===== src/rtl/dev_i2c_phy_bit.sv =====
// Bit-level I2C master PHY: runs START/STOP/WRITE/READ as four quarter-bit phases off the scaler tick.
// Optional clock stretching support is enabled by defining DEV_I2C_PHY_STRETCH_EN.
module dev_i2c_phy_bit (
  input  logic       i_clk,
  input  logic       i_rst,
  input  logic       i_tick,
  input  logic       i_cmd_valid,
  output logic       o_cmd_ready,
  input  logic [1:0] i_cmd,
  input  logic       i_cmd_bit,
  output logic       o_rsp_valid,
  output logic       o_rsp_bit,
  output logic       o_rsp_arb,
  input  logic       i_scl,
  input  logic       i_sda,
  output logic       o_scl_oe,
  output logic       o_sda_oe
);

  typedef enum logic [2:0] {IDLE, P0, P1, P2, P3} state_t;

  localparam logic [1:0] CMD_START = 2'b00;
  localparam logic [1:0] CMD_STOP  = 2'b01;
  localparam logic [1:0] CMD_WRITE = 2'b10;

  state_t     state, state_nxt;
  logic [1:0] cmd, cmd_nxt;
  logic       wbit, wbit_nxt;
  logic [1:0] scl_sync, sda_sync;
  logic       scl, sda, adv;
  logic       scl_oe_nxt, sda_oe_nxt;
  logic       rsp_valid_nxt, rsp_bit_nxt, rsp_arb_nxt;

  assign scl = scl_sync[1];
  assign sda = sda_sync[1];

  // (scl_oe, sda_oe) for a given command and phase
  function automatic logic [1:0] drive(input logic [1:0] c, input logic b, input state_t p);
    case (c)
      CMD_START: case (p)
        P0:      return 2'b00;
        P1, P2:  return 2'b01;
        default: return 2'b11;
      endcase
      CMD_STOP: case (p)
        P0:      return 2'b11;
        P1, P2:  return 2'b01;
        default: return 2'b00;
      endcase
      CMD_WRITE: case (p)
        P0, P3:  return {1'b1, ~b};
        default: return {1'b0, ~b};
      endcase
      default: case (p)
        P0, P3:  return 2'b10;
        default: return 2'b00;
      endcase
    endcase
  endfunction

  always_ff @(posedge i_clk) begin
    if (i_rst) begin
      scl_sync <= 2'b11;
      sda_sync <= 2'b11;
    end else begin
      scl_sync <= {scl_sync[0], i_scl};
      sda_sync <= {sda_sync[0], i_sda};
    end
  end

`ifdef DEV_I2C_PHY_STRETCH_EN
  // a slave holding SCL low while the high half is due swallows the tick
  assign adv = i_tick & (scl | ((state != P1) & (state != P2)));
`else
  logic unused_scl;
  assign unused_scl = scl;
  assign adv = i_tick;
`endif

  assign o_cmd_ready = (state == IDLE);

  always_comb begin
    state_nxt     = state;
    cmd_nxt       = cmd;
    wbit_nxt      = wbit;
    scl_oe_nxt    = o_scl_oe;
    sda_oe_nxt    = o_sda_oe;
    rsp_valid_nxt = 1'b0;
    rsp_bit_nxt   = o_rsp_bit;
    rsp_arb_nxt   = o_rsp_arb;
    case (state)
      IDLE: if (i_cmd_valid) begin
        state_nxt = P0;
        cmd_nxt   = i_cmd;
        wbit_nxt  = i_cmd_bit;
        {scl_oe_nxt, sda_oe_nxt} = drive(i_cmd, i_cmd_bit, P0);
      end
      P0: if (adv) begin
        if (cmd == CMD_START && !sda) begin
          state_nxt = IDLE;
          {scl_oe_nxt, sda_oe_nxt} = 2'b00;
          rsp_valid_nxt = 1'b1;
          rsp_arb_nxt   = 1'b1;
        end else begin
          state_nxt = P1;
          {scl_oe_nxt, sda_oe_nxt} = drive(cmd, wbit, P1);
        end
      end
      P1: if (adv) begin
        state_nxt = P2;
        {scl_oe_nxt, sda_oe_nxt} = drive(cmd, wbit, P2);
      end
      P2: if (adv) begin
        rsp_bit_nxt = sda;
        if (cmd == CMD_WRITE && wbit && !sda) begin
          state_nxt = IDLE;
          {scl_oe_nxt, sda_oe_nxt} = 2'b00;
          rsp_valid_nxt = 1'b1;
          rsp_arb_nxt   = 1'b1;
        end else begin
          state_nxt = P3;
          {scl_oe_nxt, sda_oe_nxt} = drive(cmd, wbit, P3);
        end
      end
      P3: if (adv) begin
        state_nxt     = IDLE;
        rsp_valid_nxt = 1'b1;
        rsp_arb_nxt   = 1'b0;
      end
      default: state_nxt = IDLE;
    endcase
  end

  always_ff @(posedge i_clk) begin
    if (i_rst) begin
      state       <= IDLE;
      cmd         <= 2'b00;
      wbit        <= 1'b0;
      o_scl_oe    <= 1'b0;
      o_sda_oe    <= 1'b0;
      o_rsp_valid <= 1'b0;
      o_rsp_bit   <= 1'b0;
      o_rsp_arb   <= 1'b0;
    end else begin
      state       <= state_nxt;
      cmd         <= cmd_nxt;
      wbit        <= wbit_nxt;
      o_scl_oe    <= scl_oe_nxt;
      o_sda_oe    <= sda_oe_nxt;
      o_rsp_valid <= rsp_valid_nxt;
      o_rsp_bit   <= rsp_bit_nxt;
      o_rsp_arb   <= rsp_arb_nxt;
    end
  end

endmodule


===== config.mk =====
export PLATFORM = sky130hd
export DESIGN_NAME = dev_i2c_phy_bit
export DESIGN_NICKNAME = d
export VERILOG_FILES = /design/src/rtl/dev_i2c_phy_bit.sv
export SDC_FILE = /design/constraint.sdc
export NUM_CORES = 1
export LEC_CHECK = 0
export CAP_MARGIN = 20
export CORE_MARGIN = 2
export CORE_UTILIZATION = 42
export CTS_CLUSTER_DIAMETER = 150
export CTS_CLUSTER_SIZE = 24
export DETAILED_ROUTE_END_ITERATION = 12
export GPL_TIMING_DRIVEN = 0
export PLACE_DENSITY = 0.72
export SLEW_MARGIN = 40
export SYNTH_ARGS = -nofsm -noshare
export SYNTH_HDL_FRONTEND = slang
export SYNTH_SLANG_ARGS = --single-unit

===== constraint.sdc =====
create_clock -name i_clk -period 1.5 [get_ports i_clk]
set_clock_uncertainty 0.15 [all_clocks]
set_input_delay 0.15 -clock i_clk [delete_from_list [all_inputs] [get_ports i_clk]]
set_output_delay 0.15 -clock i_clk [all_outputs]
set_load 0.03 [all_outputs]

Yosys cells after proc, flatten, opt, wreduce, memory -nomap -nowiden
Cells that the tools add are included.
Cells by class
  eq/ne operators: 15
  muxes and demuxes: 36
  bitwise operators: 2
  reduce and logical (&&, ||, !) cells: 15
Operator list (count)
  2-to-1 mux 1 bit: 21
  2-to-1 mux 3 bit: 6
  one-hot mux 3 bit (5 select lines): 1
  != test 2 bit (second input constant): 7
  one-hot mux 2 bit (3 select lines): 2
  AND reduction 5 bit: 2
  one-hot mux 1 bit (4 select lines): 2
  == test 3 x 2 -> 1 bit (second input constant): 2
  one-hot mux 1 bit (3 select lines): 2
  AND reduction 6 bit: 1
  == test 2 x 1 -> 1 bit (second input constant): 2
  == test 2 bit (second input constant): 2
  logical NOT 2 bit: 2
  AND reduction 2 bit: 2
  nonzero test 4 bit: 1
  == test 3 x 1 -> 1 bit (second input constant): 1
  == test 3 bit (second input constant): 1
  logical AND 1 bit: 3
  logical NOT 3 bit: 1
  nonzero test 3 bit: 1
  2-to-1 mux 2 bit: 1
  NOT 1 bit: 2
  one-hot mux 1 bit (2 select lines): 1
  OR reduction 2 bit: 1
  logical NOT 1 bit: 1
Storage, ports and cells
  register bits: 13
  input port bits: 9
  output and inout port bits: 6
  word-level logic and storage cells: 77

Longest topological paths before layout
  word-level depth: 6
  gate-level depth with buffers: 5
  depth with buffers taken out: 4

Worst setup path before layout
Ideal clock, no wire load.
  kind: reg2reg
  from: register state[1]
  to: register cmd[0]
  library setup time: 0.128 ns
  arrival: 1.689 ns
  required time: 1.222 ns
  slack: -0.467 ns
  stages on the path, launching flop included: 6
  path buffers: 1
  clock period less this slack: 1.967 ns
  cell sequence: dfxtp_1 > nor3_1 > and2_1 > clkbuf_1 > mux2i_1 > nor2_1
Between the ends
  word-level cells in the longest chain between the ends: 2
RTL lines
  start: declaration: line 26  | state_t state, state_nxt;
  start signal: assignment: line 145  | state <= state_nxt;
  logical NOT 3 bit
  via o_cmd_ready: line 8  | output logic o_cmd_ready,
  AND reduction 2 bit (no line)
  end signal: assignment: line 146  | cmd <= cmd_nxt;
  end: declaration: line 27  | logic [1:0] cmd, cmd_nxt;
The timed path passes the listed nets, and every way through them passes these cells.
A chain may end at the register's enable or synchronous reset.

Final worst setup path
  from: register state[1]
  to: register o_scl_oe
Between the ends
  word-level cells in the longest chain between the ends: 3
  elaborated cells on any way between the ends: 11
  those cells by class: eq/ne: 7; mux: 1; reduce/logical: 3
RTL lines
  == test 3 x 2 -> 1 bit, or another cell as far along: line 91  | case (state)
  nonzero test 4 bit (no line) or != test 2 bit (tied branches)
  AND reduction 5 bit (no line)
  end signal: assignment: line 148  | o_scl_oe <= scl_oe_nxt;
  end: declaration: line 16  | output logic o_scl_oe,
Parallel ways exist; a longest one is shown, timed or not.

==> impl_metrics.json <==
{
  "reg2regPathDepth": 4,
  "clk_path_buf_depth": 2,
  "fin_crit_sh_pct": 110,
  "rsz0062_at_grt": "yes",
  "seq_area_frac_synth_pct": 40.9,
  "synthCells": 75,
  "hold_class": "input pin to flip-flop",
  "clock_sinks": 13,
  "syn_nets": 84,
  "swShare_pct": 30.5,
  "via_count": 639,
  "seqPwrFrac_pct": 47.1,
  "startpoint_type": "flip-flop",
  "cp_max_fo": 3,
  "grt_pass1_vias": 586,
  "syn_area_um2": 637,
  "gr-usage-all-layers_pct": 18.0,
  "pre_cts_ws_ns": -0.497,
  "dieArea_um2": 1840,
  "num_antenna_cells": 0,
  "cts_max_level": 1,
  "layout.nets": 105,
  "drt-total-wl_um": 1630,
  "crit-reg2reg-capture": "o_scl_oe",
  "synthArstFlopShare_pct": 0,
  "viasPerCell": 5.76,
  "ys_warn_count": 0,
  "synth_seq_cells": 13,
  "antenna_found_initial": 0,
  "final_cell_area_um2": 878,
  "drive_gt1_share_pct": 26.3,
  "coreArea_um2": 1470,
  "max_freq_mhz": 606,
  "place_area_um2": 802,
  "cts_hold_buf": 0,
  "synth_edf_count": 0,
  "final_hold_viol_count": 0,
  "num_rows": 14,
  "ys_top_cells_by_area": "dfxtp_1 (41%), mux2i_1 (6.3%), nor2_1 (5.9%)",
  "drtIter0Drc": 27,
  "final.min_clock_period_ns": 1.65,
  "ios": 15,
  "most-common-layout-cells": "dfxtp_1 (11), nor2_1 (10), a21oi_1 (6), clkdlybuf4s50_1 (6), dlygate4sd2_1 (6)",
  "crit_arrival_ns": 1.65,
  "grt_pass1_wl_um": 2480,
  "yosysTopAreaCell": "dfxtp_1",
  "ant_nets": 0,
  "io_buffers": 13,
  "syn_avg_cell_area_um2": 8.49,
  "crit_required_ns": 1.50,
  "setup_viol": 2,
  "hp-start": "i_sda",
  "crit_path_end_kind": "flip-flop",
  "worst_pin_slew_ns": 0.450,
  "die_h_um": 42.9,
  "max-vdd-ir-drop_mv": 0.573,
  "drc": 0,
  "place_congestion": 0.830,
  "hpwl_um": 983,
  "grt_overflow": 0,
  "hold_path_end": "sda_sync[0]",
  "clk_transition_reported_paths_ns": 0.08,
  "hold_path_depth": 2,
  "ys.flop_type": "dfxtp_1",
  "power_frac_comb_pct": 25.4,
  "clock_latency_ns": 0.28,
  "outcome": "finished with violations",
  "synth_cell_types": 31,
  "intPower_mw": 0.568,
  "p_total_mw": 0.818,
  "p_leak_nw": 0.366,
  "start_util_pct": 43.3,
  "critPathKind": "flip-flop to flip-flop",
  "routedWlPerCell_um": 14.7,
  "p_per_area_nw_per_um2": 931,
  "r2r_start": "state[1]",
  "finalWorstSetupSlack_ns": -0.150,
  "clockRootBuffer": "clkbuf_4",
  "syn2layout_area_growth_pct": 37.9,
  "maxCapViolCount": 0,
  "drtPass1Iterations": 5,
  "finalMaxSlewViolations": 0,
  "numCtsBuffers": 3,
  "cts_tree": "yes",
  "rrSetupSlack_ns": -0.15,
  "die_w_um": 42.9,
  "yosysTopAreaCellShare_pct": 40.9,
  "netSwitchingPower_mw": 0.250,
  "final_common_cell": "dfxtp_1",
  "grt_max_degree": 11,
  "max_slew_margin_pct": 70.0,
  "violations": "negative setup slack",
  "p_clk_share_pct": 27.5
}
==> state kept, by name, indices dropped and copies added, names as in the netlist <==
signal       flops
wbit             1
cmd              2
o_scl_oe         1
o_rsp_arb        1
o_rsp_valid      1
o_rsp_bit        1
o_sda_oe         1
state            3
sda_sync         2
==> what timing repair did <==
action                                  CTS  global route
resized for setup                        15            11
pin swaps                                 1             1
gates cloned                              0             0
endpoints found under the setup margin   12             7
buffers inserted                          2             1
==> power groups by stage <==
stage                     combinational, mW  sequential [mW]  clock [mW]
after detailed placement              0.187            0.395           0
after floorplan                       0.108            0.408           0
after CTS                             0.193            0.383       0.224
final                                 0.208            0.385       0.225
after global placement                0.186            0.394           0
after global routing                  0.223            0.388       0.252
==> cell families after synthesis <==
group                  synth area share [%]
AO/OA/AOI/OAI                          17.9
AND/OR/NAND/NOR                        26.9
buffers and inverters                  4.52
multiplexers                           9.82
flip-flops                             40.9
==> Yosys cell counts (all sizes together), types with 2 or more instances <==
cell    instances
dfxtp          13
nor2           10
a21oi           6
nor3            6
clkbuf          4
mux2i           4
o21ai           3
buf             2
mux2            2
nand3           2
nor2b           2
or2             2
or3             2
==> routing by layer <==
layer  vias up  share of wire [%]  global-route usage (%)
li1        313                  -                       -
met2        29                 46                    27.9
met5         -                  0                       0
met3        10                5.5                    4.26
met1       287                 44                    21.5
met4         0                4.5                    12.7
==> worst max path at each step <==
stage	from	end	slack (ns)
floorplan	state[0]	o_scl_oe	-0.11
global placement	i_cmd_valid	o_scl_oe	-0.48
detailed placement	i_cmd_valid	o_scl_oe	-0.50
CTS	state[1]	o_scl_oe	-0.16
global route	state[0]	o_scl_oe	-0.18
finish	state[1]	o_scl_oe	-0.15
==> through the flow <==
| stage | TNS (ns) | utilization, % | hold slack (ns) | std cells |
|---|---|---|---|---|
| after global routing | -0.493 | 59.7 | 0.288 | 111 |
| after detailed placement | -1.29 | 54.5 | 0.256 | 104 |
| after floorplan | -0.112 | - | 0.104 | 75 |
| after global placement | -1.17 | 54.5 | 0.247 | 104 |
| after CTS | -0.156 | 57.6 | 0.279 | 110 |
| final | -0.176 | 59.7 | 0.277 | 111 |
==> layout make-up <==
type,count,area [um^2]
repair buffers,16,140
inverters,1,3.75
multi-input cells,55,382
flip-flops and latches,13,265
well taps,16,20.0
clock buffers,4,26.3
fillers,147,593
plain buffers,6,41.3
==> critical path, cell delays in order (launching register included) <==
cell and delay [ns]:
dfxtp_4 0.36, or3b_4 0.38, or3_4 0.34, a221oi_2 0.24, nor3_1 0.06
Note: power is estimated with default switching activity, not from simulation.
